[config.mk]
export PLATFORM = sky130hd
export DESIGN_NAME = if_stage
export DESIGN_NICKNAME = d
export VERILOG_FILES = /design/src/rtl/if_stage.sv
export SDC_FILE = /design/constraint.sdc
export NUM_CORES = 1
export LEC_CHECK = 0
export CAP_MARGIN = 0
export CORE_MARGIN = 4
export CORE_UTILIZATION = 45
export CTS_BUF_LIST = sky130_fd_sc_hd__clkbuf_2
export DETAILED_ROUTE_END_ITERATION = 8
export PLACE_DENSITY_LB_ADDON = 0.25
export SYNTH_ARGS = -nofsm -noshare
export SYNTH_HDL_FRONTEND = slang
export SYNTH_SLANG_ARGS = --single-unit
[constraint.sdc]
create_clock -name CLK -period 2.5 [get_ports CLK]
set_input_delay 0.625 -clock CLK [delete_from_list [all_inputs] [get_ports CLK]]
set_output_delay 0.625 -clock CLK [all_outputs]
set_load 0.1 [all_outputs]
[src/rtl/if_stage.sv]
// Instruction-fetch stage: PC sequencing, busywait handshake, stall skid buffer
// and redirect handling feeding the IF/ID pipeline register.
module if_stage #(
  parameter logic [31:0] RESET_PC  = 32'h0000_0000,
  parameter logic [31:0] NOP_INSTR = 32'h0000_0013
) (
  input  logic        CLK,
  input  logic        RESET,
  input  logic        stall,
  input  logic        redirect,
  input  logic [31:0] redirect_pc,
  output logic        i_mem_read,
  output logic [31:0] i_mem_addr,
  input  logic        i_mem_busywait,
  input  logic [31:0] i_mem_rdata,
  output logic [31:0] if_id_instr,
  output logic [31:0] if_id_pc,
  output logic [31:0] if_id_pc4,
  output logic        if_id_valid,
  output logic [6:0]  opcode,
  output logic [2:0]  fun_3,
  output logic [6:0]  fun_7
);

  localparam int unsigned XLEN = 32;
  localparam logic [XLEN-1:0] PC_STEP = XLEN'(4);

  typedef enum logic [1:0] {
    FETCH   = 2'd0,
    HOLD    = 2'd1,
    DISCARD = 2'd2
  } state_t;

  state_t          state, state_next;
  logic [XLEN-1:0] pc, pc_next;
  logic [XLEN-1:0] pending, pending_next;
  logic [XLEN-1:0] skid, skid_next;
  logic [XLEN-1:0] instr_q, instr_next;
  logic [XLEN-1:0] pc_q, pc_q_next;
  logic [XLEN-1:0] pc4_q, pc4_q_next;
  logic            valid_q, valid_next;

  logic            req_active;
  logic            complete;
  logic [XLEN-1:0] target;
  logic [XLEN-1:0] pc_plus4;

  assign req_active = (state != HOLD);
  assign complete   = req_active && !i_mem_busywait;
  assign target     = {redirect_pc[XLEN-1:2], 2'b00};
  assign pc_plus4   = pc + PC_STEP;

  // Next-state and datapath updates; redirect dominates stall in every state
  always_comb begin
    state_next   = state;
    pc_next      = pc;
    pending_next = pending;
    skid_next    = skid;
    instr_next   = instr_q;
    pc_q_next    = pc_q;
    pc4_q_next   = pc4_q;
    valid_next   = valid_q;

    unique case (state)
      FETCH: begin
        if (redirect) begin
          valid_next = 1'b0;
          instr_next = NOP_INSTR;
          if (complete) begin
            pc_next = target;
          end else begin
            pending_next = target;
            state_next   = DISCARD;
          end
        end else if (complete) begin
          if (stall) begin
            skid_next  = i_mem_rdata;
            state_next = HOLD;
          end else begin
            instr_next = i_mem_rdata;
            pc_q_next  = pc;
            pc4_q_next = pc_plus4;
            valid_next = 1'b1;
            pc_next    = pc_plus4;
          end
        end else if (!stall) begin
          valid_next = 1'b0;
          instr_next = NOP_INSTR;
        end
      end

      HOLD: begin
        if (redirect) begin
          valid_next = 1'b0;
          instr_next = NOP_INSTR;
          pc_next    = target;
          state_next = FETCH;
        end else if (!stall) begin
          instr_next = skid;
          pc_q_next  = pc;
          pc4_q_next = pc_plus4;
          valid_next = 1'b1;
          pc_next    = pc_plus4;
          state_next = FETCH;
        end
      end

      DISCARD: begin
        if (redirect) begin
          valid_next   = 1'b0;
          instr_next   = NOP_INSTR;
          pending_next = target;
          if (complete) begin
            pc_next    = target;
            state_next = FETCH;
          end
        end else begin
          if (!stall) begin
            valid_next = 1'b0;
            instr_next = NOP_INSTR;
          end
          if (complete) begin
            pc_next    = pending;
            state_next = FETCH;
          end
        end
      end

      default: begin
        state_next = FETCH;
      end
    endcase
  end

  always_ff @(posedge CLK) begin
    if (RESET) begin
      state   <= FETCH;
      pc      <= RESET_PC;
      pending <= '0;
      skid    <= '0;
      instr_q <= NOP_INSTR;
      pc_q    <= '0;
      pc4_q   <= PC_STEP;
      valid_q <= 1'b0;
    end else begin
      state   <= state_next;
      pc      <= pc_next;
      pending <= pending_next;
      skid    <= skid_next;
      instr_q <= instr_next;
      pc_q    <= pc_q_next;
      pc4_q   <= pc4_q_next;
      valid_q <= valid_next;
    end
  end

  // Request is suppressed during reset so no fetch leaks out before RESET_PC
  assign i_mem_read  = req_active && !RESET;
  assign i_mem_addr  = pc;
  assign if_id_instr = instr_q;
  assign if_id_pc    = pc_q;
  assign if_id_pc4   = pc4_q;
  assign if_id_valid = valid_q;
  assign opcode      = instr_q[6:0];
  assign fun_3       = instr_q[14:12];
  assign fun_7       = instr_q[31:25];

endmodule

==> impl_metrics.toml <==
[logic_synthesis]
synthArstFlopShare_pct = 0
synth_fp_nets = 1403
syn_avg_cell_area_um2 = 7.54
ys_types = 77
synth_edf_count = 0
synth-seq-cells = 191
synth_top_flop_cell = "dfxtp_1"
yosysSeqAreaShare_pct = 38.2
synth_area_um2 = 10000
syn_inst = 1329
synth_warnings = 0

[clock_tree]
cts_htree_levels = 4
cts-root-buf = "clkbuf_2"
cts_tree = "yes"
cts_buffers = 17
clockBufferDepth = 2
clk_latency_ns = 0.80
clk_pin_slew_ns = 0.30
cts_hold_buf = 0
clock-sinks = 191

[route]
num_vias = 10400
drt-initial-drc-count = 1220
drt.antenna.violating_nets = 0
dr.pass1.iters = 6
via_per_inst = 5.81
drc = 0
wl_per_cell_um = 18.4
finalWirelength_mm = 33.0

[global_route]
grt_remaining_overflow = 0
grt_pass1_vias = 9329
antenna_found_initial = 1
grt_start_max_net_pins = 62
grt_pass1_wl_mm = 50.9
grt_usage_pct = 25.6

[sta]
finalSetupViolCount = 0
drv_slew = 0
worst_pin_slew_ns = 0.718
finClkSkew_ns = 0.0448
min_period_ns = 2.41
max_freq_mhz = 415
hold_ws_ns = 0.163
timing.final.crit_share_pct = 96.3
slew_headroom_pct = 52.1
rsz0062_at_grt = "false"
hold_violations = 0

[power_and_ir_drop]
switching_share_pct = 42.5
seqPwrFrac_pct = 46.1
ir_drop_mv = 0.405
power_frac_clock_pct = 20.2
power_density_nw_per_um2 = 586
power_switching_mw = 3.13
comb_power_share_pct = 33.8
p_int_mw = 4.24
leakage_nw = 4.71

[final_layout]
fin_nets = 1578
drive_gt1_share_pct = 21.6
area_growth_pct = 25.5
final_util_pct = 57.5
final_common_cell = "nand2_1"
layout_common_cells = "nand2_1 (275), buf_4 (232), dfxtp_1 (175)"
fill_cells = 2100

[die]
die_area_um2 = 24700
die_h_um = 157
design.core.area_um2 = 21900
io-pin-count = 216
die_w_um = 157
initial_core_util_pct = 45.8
rows = 54

[place]
gp_congestion = 0.952
post-dp-hpwl_mm = 23.7
numPortBuffers = 213

[worst_setup_path]
reg2reg_depth = 8
cp-start-kind = "flip-flop"
endpoint_kind = "flip-flop"
cp.arrival_ns = 3.18
cp.required_ns = 3.28
critical_path_class = "flip-flop to flip-flop"
critPathMaxFanout = 15

[run]
maxCapViolCount = 0

[outcome]
status = "complete, no violations"

[hold_path]
hold_depth = 2
min_path_type = "primary input to flip-flop"
-- flip-flops by register name, summed over array words and instances, names as in the netlist --
signal	count
if_id_pc4	30
if_id_pc	32
pending	30
state	2
if_id_valid	1
if_id_instr	32
skid	32
i_mem_addr	32
-- cells in the mapped netlist, drive strengths merged (4+ instances only) --
cell,instances,share of area [%]
a21oi,171,8.5
o32ai,4,0.35
a31oi,22,1.4
nand2,276,10
a22o,31,2.7
clkbuf,76,2.9
nand3,63,3.3
xor2,12,1.0
a221oi,6,0.52
and3,8,0.50
a32o,15,1.5
or4,4,0.30
buf,80,4.5
o21ai,46,2.4
nor4,8,0.62
or3,4,0.25
mux2i,6,0.60
and2,5,0.31
a211oi,61,4.8
o211ai,4,0.30
and4,4,0.35
dfxtp,191,38
nor2,84,3.2
o22ai,12,0.75
ha,5,0.62
o311ai,4,0.35
nor2b,6,0.37
nor3,24,1.4
nand4,14,1.0
xnor2,19,1.7
nand2b,4,0.32
inv,11,0.41
-- per-layer routing --
| metal | GRT usage [%] | share of wire, % |
|---|---|---|
| met1 | 37.4 | 44 |
| met2 | 38.8 | 44 |
| met3 | 5.42 | 10 |
| met4 | 5.90 | 1.5 |
| met5 | 0 | 0 |
-- power by group through the flow --
| stage | combinational (mW) | clock [mW] | sequential, mW |
|---|---|---|---|
| 4_1_cts | 2.48 | 1.53 | 3.39 |
| 2_1_floorplan | 0.997 | 0 | 4.16 |
| 3_3_place_gp | 2.45 | 0 | 3.44 |
| 6_report | 2.49 | 1.48 | 3.40 |
| 5_1_grt | 2.62 | 1.63 | 3.42 |
| 3_5_place_dp | 2.47 | 0 | 3.44 |
-- critical path: stages, from the launching register on --
cell      delay (ns)
dfxtp_2         0.44
inv_1           0.07
ha_1            0.31
buf_4           0.20
nor2b_1         0.19
o32ai_1         0.60
a221oi_1        0.20
a31oi_1         0.21
o221a_2         0.19
-- path summary, 6_finish.rpt --
kind,start,to,slack (ns)
worst min register to register,skid[3],skid[3],0.47
worst min-delay path,RESET,i_mem_addr[20],0.16
worst max register to register,state[0],i_mem_addr[23],0.09
worst max-delay path,state[0],i_mem_addr[23],0.09
-- through the flow --
step                cell area, µm²  setup WS (ns)  power [mW]  cells  TNS, ns
detailed placement           12300       -0.00562        5.91   1764  -0.0110
floorplan                    10000       0.000141        5.16   1329        0
finish                       12600         0.0923        7.37   1798        0
CTS                          12600         0.0251        7.39   1798        0
global route                 12600        0.00107        7.67   1798        0
global placement             12300         0.0184        5.88   1764        0
-- cell type report --
| class | instances | area [µm²] | area share, % |
|---|---|---|---|
| Multi-Input combinational cell | 969 | 5440 | 43.3 |
| Sequential cell | 191 | 3840 | 30.6 |
| Inverter | 13 | 48.8 | 0.388 |
| Clock inverter | 15 | 134 | 1.06 |
| Timing Repair Buffer | 312 | 2670 | 21.3 |
| Clock buffer | 17 | 85.1 | 0.676 |
| Antenna cell | 1 | 2.50 | 0.0199 |
| Tap cell | 280 | 350 | 2.78 |
-- cell families after synthesis --
logic type	after synthesis	share of synthesized area (%)
AO/OA/AOI/OAI	415	27.1
multiplexers	8	0.824
XOR/XNOR	31	2.71
buffers and inverters	169	7.88
AND/OR/NAND/NOR	510	22.7
adder cells (fa/ha/maj)	5	0.624
flip-flops	191	38.2
-- timing repair --
item                                    4_1_cts  5_1_grt
setup buffers                                 2        0
pin swaps                                     1        1
gates resized for setup                      11        2
endpoints found under the setup margin        6        3
cloned                                        0        0
(Power assumes the default switching activity.)
